**src/rtl/intersection_phase_arbiter.sv**
```systemverilog
// Three-way intersection arbiter: main road owns the junction by default, side-road
// and pedestrian requests are latched and served round-robin through yellow/all-red phases.
module intersection_phase_arbiter #(
  parameter int unsigned MAIN_MIN_T = 10,
  parameter int unsigned YELLOW_T   = 2,
  parameter int unsigned ALLRED_T   = 1,
  parameter int unsigned SIDE_T     = 6,
  parameter int unsigned WALK_T     = 5,
  parameter int unsigned TW         = 8
) (
  input  logic       clk,
  input  logic       rst_n,
  input  logic       tick_en,
  input  logic       sensor,
  input  logic       walk_button,
  output logic       main_green,
  output logic       main_yellow,
  output logic       main_red,
  output logic       side_green,
  output logic       side_yellow,
  output logic       side_red,
  output logic       walk_lamp,
  output logic [2:0] phase,
  output logic       side_pend,
  output logic       walk_pend
);

  typedef enum logic [2:0] {
    MAIN_G  = 3'd0,
    MAIN_Y  = 3'd1,
    ALL_RED = 3'd2,
    SIDE_G  = 3'd3,
    SIDE_Y  = 3'd4,
    WALK    = 3'd5,
    CLEAR   = 3'd6
  } state_t;

  state_t        state, state_nx;
  logic [TW-1:0] cnt;
  logic [TW-1:0] dur;
  logic          expired;
  logic          rr;
  logic          enter_side;
  logic          enter_walk;

  always_comb begin
    dur = TW'(ALLRED_T);
    case (state)
      MAIN_G:         dur = TW'(MAIN_MIN_T);
      MAIN_Y, SIDE_Y: dur = TW'(YELLOW_T);
      ALL_RED, CLEAR: dur = TW'(ALLRED_T);
      SIDE_G:         dur = TW'(SIDE_T);
      WALK:           dur = TW'(WALK_T);
      default:        dur = TW'(ALLRED_T);
    endcase
  end

  // A state of duration D leaves on the tick where cnt reaches D-1, i.e. after exactly D ticks.
  assign expired    = tick_en && (cnt == dur - 1'b1);
  assign enter_side = (state_nx == SIDE_G) && (state != SIDE_G);
  assign enter_walk = (state_nx == WALK) && (state != WALK);

  always_ff @(posedge clk or negedge rst_n) begin
    if (!rst_n) state <= MAIN_G;
    else        state <= state_nx;
  end

  always_comb begin
    state_nx = state;
    case (state)
      MAIN_G:  if (expired && (side_pend || walk_pend)) state_nx = MAIN_Y;
      MAIN_Y:  if (expired) state_nx = ALL_RED;
      ALL_RED: if (expired) begin
        if (side_pend && (!walk_pend || !rr)) state_nx = SIDE_G;
        else if (walk_pend)                   state_nx = WALK;
        else                                  state_nx = CLEAR;
      end
      SIDE_G:  if (expired) state_nx = SIDE_Y;
      SIDE_Y:  if (expired) state_nx = CLEAR;
      WALK:    if (expired) state_nx = CLEAR;
      CLEAR:   if (expired) state_nx = MAIN_G;
      default: state_nx = MAIN_G;
    endcase
  end

  // Main green holds its count at MAIN_MIN_T-1 so a late request exits on the next tick.
  always_ff @(posedge clk or negedge rst_n) begin
    if (!rst_n) begin
      cnt <= '0;
    end else if (state_nx != state) begin
      cnt <= '0;
    end else if (tick_en && !(state == MAIN_G && cnt == dur - 1'b1)) begin
      cnt <= cnt + 1'b1;
    end
  end

  always_ff @(posedge clk or negedge rst_n) begin
    if (!rst_n) begin
      side_pend <= 1'b0;
      walk_pend <= 1'b0;
      rr        <= 1'b0;
    end else begin
      if (enter_side)
        side_pend <= 1'b0;
      else if (sensor && state != SIDE_G && state != SIDE_Y)
        side_pend <= 1'b1;

      if (enter_walk)
        walk_pend <= 1'b0;
      else if (walk_button && state != WALK)
        walk_pend <= 1'b1;

      if (enter_side)      rr <= 1'b1;
      else if (enter_walk) rr <= 1'b0;
    end
  end

  always_comb begin
    main_green  = 1'b0;
    main_yellow = 1'b0;
    main_red    = 1'b0;
    side_green  = 1'b0;
    side_yellow = 1'b0;
    side_red    = 1'b0;
    walk_lamp   = 1'b0;
    case (state)
      MAIN_G: begin
        main_green = 1'b1;
        side_red   = 1'b1;
      end
      MAIN_Y: begin
        main_yellow = 1'b1;
        side_red    = 1'b1;
      end
      SIDE_G: begin
        main_red   = 1'b1;
        side_green = 1'b1;
      end
      SIDE_Y: begin
        main_red    = 1'b1;
        side_yellow = 1'b1;
      end
      WALK: begin
        main_red  = 1'b1;
        side_red  = 1'b1;
        walk_lamp = 1'b1;
      end
      default: begin
        main_red = 1'b1;
        side_red = 1'b1;
      end
    endcase
  end

  assign phase = state;

endmodule

```
**config.mk**
```make
export PLATFORM = sky130hd
export DESIGN_NAME = intersection_phase_arbiter
export DESIGN_NICKNAME = d
export VERILOG_FILES = /design/src/rtl/intersection_phase_arbiter.sv
export SDC_FILE = /design/constraint.sdc
export NUM_CORES = 1
export LEC_CHECK = 0
export CORE_UTILIZATION = 45
export CTS_CLUSTER_DIAMETER = 80
export DETAILED_ROUTE_END_ITERATION = 6
export GPL_ROUTABILITY_DRIVEN = 1
export PLACE_DENSITY = 0.73
export SETUP_SLACK_MARGIN = 0.5
export SYNTH_ARGS = -nofsm -noshare
export SYNTH_HDL_FRONTEND = slang
export SYNTH_SLANG_ARGS = --single-unit
```
**constraint.sdc**
```tcl
create_clock -name clk -period 1.8 [get_ports clk]
set_input_delay 0.36 -clock clk [delete_from_list [all_inputs] [get_ports clk]]
set_output_delay 0.36 -clock clk [all_outputs]
set_load 0.03 [all_outputs]
```
# After elaboration in Yosys (flattened, before gate mapping)

Cells that the tools add are included.
W data, S select, Z words.

Mux-type cells: 25
Reduce and logical (&&, ||, !) cells: 24
Eq/ne operators: 13
$add $sub $neg: 2

Operators with widths:

| cell                  | count |
|---|---|
| $mux W3               | 7 |
| $pmux W3 S6           | 1 |
| $mux W8               | 2 |
| $pmux W4 S4           | 1 |
| $mux W1               | 13 |
| $eq A3 B3 Y1 const B  | 4 |
| $logic_and A1 B1 Y1   | 10 |
| $eq A3 B2 Y1 const B  | 3 |
| $add A8 B1 Y8 const B | 1 |
| $eq A8 B8 Y1          | 1 |
| $reduce_bool A2 Y1    | 4 |
| $reduce_or A2 Y1      | 4 |
| $sub A8 B1 Y8 const B | 1 |
| $ne A3 B3 Y1 const B  | 2 |
| $eq A3 B1 Y1 const B  | 1 |
| $logic_not A1 Y1      | 3 |
| $logic_not A3 Y1      | 1 |
| $ne A3 B2 Y1 const B  | 1 |
| $ne A3 B3 Y1          | 1 |
| $logic_or A1 B1 Y1    | 2 |
| $mux W2               | 1 |

Logic and storage cells: 69
Input port bits: 5
Flip-flop bits (word level): 14
Output and inout bits: 12

# Longest topological paths before layout

Depth after elaboration: 13
Mapped depth: 7
Depth with buffers taken out: 6

# Worst setup path before layout

OpenSTA, ideal clock, no wires.

Path kind: register -> register
Start point: reg state[1] (netlist: phase[1])
End point: reg side_pend
Data arrival time: 2149 ps
Library setup time: 148 ps
Period minus slack after synthesis: 2297 ps
Stages on the path, launching flop included: 6
Slack: -497 ps
Data required time: 1652 ps
Path buffers: 1
Cells stage by stage: dfrtp_1 -> clkbuf_1 -> nor3_1 -> nor2_1 -> a21oi_1 -> a31oi_1

Word-level cells in the longest chain between the ends: 12
Elaborated cells on any way between the ends: 29
Those cells by class: add/sub (1); eq/ne (10); mux (9); reduce/logical (9)

Ends and longest elaborated chain:

| what                                          | RTL line | source |
|---|---|---|
| from (decl)                                   | 38       | `state_t state, state_nx;` |
| from (signal assigned)                        | 65       | `else state <= state_nx;` |
| $eq A3 B3 Y1 or $eq A3 B1 Y1 (tied branches)  | 48, 70   |  |
| $reduce_or A2 Y1                              | 48       | `case (state)` |
| $pmux W4 S4                                   | 48       |  |
| $sub A8 B1 Y8                                 | 59       | `assign expired = tick_en && (cnt == dur - 1'b1);` |
| $eq A8 B8 Y1                                  | 59       |  |
| $logic_and A1 B1 Y1                           | 59       |  |
| $logic_and A1 B1 Y1                           | 71       | `MAIN_G: if (expired && (side_pend \|\| walk_pend)) state_nx = MAIN_Y;` |
| $mux W3                                       | 71       |  |
| $pmux W3 S6                                   | 70       | `case (state)` |
| $eq A3 B2 Y1                                  | 60       | `assign enter_side = (state_nx == SIDE_G) && (state != SIDE_G);` |
| $logic_and A1 B1 Y1                           | 60       |  |
| $mux W1 or $reduce_bool A2 Y1 (tied branches) | -        |  |
| to (signal assigned)                          | 99       | `side_pend <= 1'b0;` |
| to (signal assigned)                          | 104      | `side_pend <= 1'b0;` |
| to (signal assigned)                          | 106      | `side_pend <= 1'b1;` |
| to (decl)                                     | 24       | `output logic side_pend,` |

Several ways; a longest one is shown, not always the timed one.
A chain may end at the register's enable or synchronous reset.

# Final worst setup path

Start point: reg state[0] (netlist: phase[0])
End point: reg state[2] (netlist: phase[2])

Word-level cells in the longest chain between the ends: 9
Elaborated cells on any way between the ends: 21
Those cells by class: add/sub (1); eq/ne (7); mux (8); reduce/logical (5)

Ends and longest elaborated chain:

| what                                         | RTL line |
|---|---|
| $eq A3 B3 Y1 or $eq A3 B1 Y1 (tied branches) | 48, 70 |
| $reduce_or A2 Y1                             | 48 |
| $pmux W4 S4                                  | 48 |
| $sub A8 B1 Y8                                | 59 |
| $eq A8 B8 Y1                                 | 59 |
| $logic_and A1 B1 Y1                          | 59 |
| $logic_and A1 B1 Y1                          | 71 |
| $mux W3                                      | 71 |
| $pmux W3 S6 (*)                              | 70 |
| net state_nx[2]                              | 38 |

Mark *: on every way through the listed nets, which the timed path passes. The rest lies on a longest branch.

==> key figures <==
Outcome
  • Status: finished with violations
  • Failing checks: negative setup slack

Die
  • # IOs: 17
  • Height of the die: 47.0 µm
  • Chip Width: 47.0 µm
  • Die ar.: 0.00221 mm²
  • Area of the core: 0.00180 mm²
  • Number of core rows: 15
  • Initial Util: 0.506

Timing
  • Max Slew Vio Count: 0
  • Worst setup margin: -177 ps
  • Final setup violating endpoints: 18
  • TNS Setup: -1880 ps
  • Worst-Margin Slew: 486 ps
  • RSZ-0062 raised after global routing: yes
  • Post-layout min period: 1980 ps
  • Relative slew slack: 0.671
  • Fmax: 0.506 GHz
  • Final Hold Fails: 0
  • Layout Skew: 3.47 ps
  • Final worst path period share: 1.10

CTS
  • CTS sink count: 14
  • Clock transition at path regs: 100 ps
  • CTS Hold Buffers Added: 0
  • Clock buffer count from CTS: 3
  • CTS tree: yes
  • Clock Path Buffers: 2
  • Clock Latency Late Sink: 300 ps
  • H-Tree Depth: 1
  • Root Buffer: clkbuf_4

GRT
  • Vias in the first global route: 1022
  • Remaining Overflow, GRT: 0
  • Total Routing Usage GR: 0.343
  • Antenna violations before repair: 0
  • Largest net degree at the start of global routing: 11
  • Global-route wire length before repair: 4.99 mm

Logic synthesis
  • Largest family of logic cells by synthesized area: simple AND/OR/NAND/NOR gates
  • Synth cell types: 40
  • Mapped cell area: 911 µm²
  • Post-Synth XOR/XNOR Area: 0.0577
  • Syn Nets: 110
  • Mean Syn Cell Area: 8.76 µm²
  • Synth warn: 0
  • Post-synthesis adder-cell area fraction: 0.0137
  • Post-synth EDFFs: 0
  • Simple logic cell fraction of the synthesized area: 0.275
  • Synth Instances: 104
  • Top FF cell, synth: dfrtp_1
  • Post-synthesis sequential area ratio: 0.385
  • Post-synthesis mux area share: 0.0110
  • Compound-Gate Fraction of Synth Area: 0.213
  • #FFs+latches synth: 14
  • Async SR Flop Fraction: 1.00

Critical path
  • Crit-path max FO: 7
  • Critical Path, Cell by Cell: or3_4 > a21boi_4 > buf_4 > o311ai_4 > or3_1 > o21ai_1
  • Crit path kind: flip-flop to flip-flop
  • CP endpoint kind: flip-flop
  • Worst stage delay on the critical path: 480 ps
  • Worst Path Arrival: 2190 ps
  • Worst EP required: 2010 ps
  • Startpoint Class: flip-flop
  • Slowest cell on crit path: dfrtp_2

Final layout
  • Syn-to-layout area delta: 84.5%
  • Most frequent cells in the layout: 28 x buf_4, 18 x buf_6, 10 x dfrtp_1
  • Non-Filler Instances: 183
  • Diode count: 0
  • Final nets: 165
  • Share of layout cells above drive strength 1: 0.601
  • Most common cell after layout, fill and taps aside: buf_4

Detailed routing
  • Drt total wl: 4.72 mm
  • DR WL/cell: 25.8 µm
  • DRC: 0
  • Routed vias: 1262
  • Initial DRC count: 103
  • Antenna Nets Post-Route: 0
  • Via density: 6.90
  • DR pass1 iterations: 5

Power and ir drop
  • Max IR drop VDD: 1370 µV
  • Pwr Density: 1780 mW/mm²
  • Pleak: 0.702 nW

Placement
  • Final HPWL DP: 1.58 mm
  • Gpl congestion: 0.819
  • Dpl cells: 154
  • IO buf count: 16

Job
  • Max Cap Violations: 0

Worst hold path
  • Hold Path Class: primary input to asynchronous set/reset pin
==> critical path, delay by kind of cell, from the launching register on <==
kind	cells	cell delay [ps]
flops	1	480
buf+inv	1	150
simple gates	2	820
compound gates	3	430
==> final timing paths <==
path,startpoint,endpoint,slack (ps),cells past startpoint
setup / recovery,phase[0]$_DFF_PN0_,phase[2]$_DFF_PN0_,-180,6
hold / removal,rst_n,phase[0]$_DFF_PN0_,350,1
setup reg to reg,phase[0]$_DFF_PN0_,phase[2]$_DFF_PN0_,-180,6
hold reg to reg,rr$_DFFE_PN0P_,rr$_DFFE_PN0P_,560,1
max in group asynchronous,rst_n,walk_pend$_DFFE_PN0P_,960,2
min in group clk,rr$_DFFE_PN0P_,rr$_DFFE_PN0P_,560,1
==> layout make-up <==
cell class,count,area (µm²)
fill,57,121
multi-input combinational,83,727
clock buffer,4,36.3
inverter,3,17.5
sequential,14,355
tap,25,31.3
timing repair buffer,54,513
==> cell families (layout without fill, tap and decap cells) <==
group           after synthesis  after routing
simple gates                 50             50
compound gates               24             25
flops                        14             14
buf+inv                       8             61
xor+xnor                      6              6
fa+ha+maj                     1              1
mux                           1              1
==> where the power goes <==
| group | internal [mW] | switching [mW] |
|---|---|---|
| logic | 0.983 | 1.22 |
| registers | 0.409 | 0.137 |
| clock network | 0.124 | 0.124 |
==> Yosys cell counts (2+ instances only) <==
master,instances,share of area
a21oi_1,5,0.027
a31oi_1,3,0.021
buf_2,3,0.016
dfrtp_1,14,0.38
inv_1,2,0.0082
nand2_1,9,0.037
nand2b_1,2,0.014
nand4_1,3,0.021
nor2_1,18,0.074
nor2b_1,2,0.014
nor3_1,5,0.027
o211ai_1,2,0.016
o21ai_0,3,0.016
o311ai_0,2,0.019
or2_2,2,0.014
xnor2_1,2,0.019
xor2_1,4,0.038
==> sequential cells by signal, indices dropped and copies added (netlist names) <==
signal     flops
cnt            8
phase          3
rr             1
side_pend      1
walk_pend      1
==> routing by layer <==
layer	GRT usage	wire length [µm]
met5	0	0
met4	0.297	380
met3	0.0731	552
met2	0.519	2020
met1	0.413	1760
==> metrics by stage <==
stage | hold WS, ps | power [mW] | area [µm²] | utilization | worst slack [ps]
after floorplan | 64.4 | 1.35 | 968 | - | -50.9
after global placement | 480 | 1.73 | 1210 | 0.672 | 24.1
after detailed placement | 482 | 1.75 | 1210 | 0.672 | -17.2
after CTS | 339 | 2.40 | 1500 | 0.831 | -41.2
after global routing | 353 | 3.06 | 1680 | 0.933 | -231
final | 354 | 3.00 | 1680 | 0.933 | -177
==> timing repair <==
action,4_1_cts,5_1_grt
pin swaps,7,17
gates cloned,1,1
resized for setup,76,21
endpoints found under the setup margin,26,24
buffers inserted,12,11
Note: power is estimated with default switching activity, not from simulation.
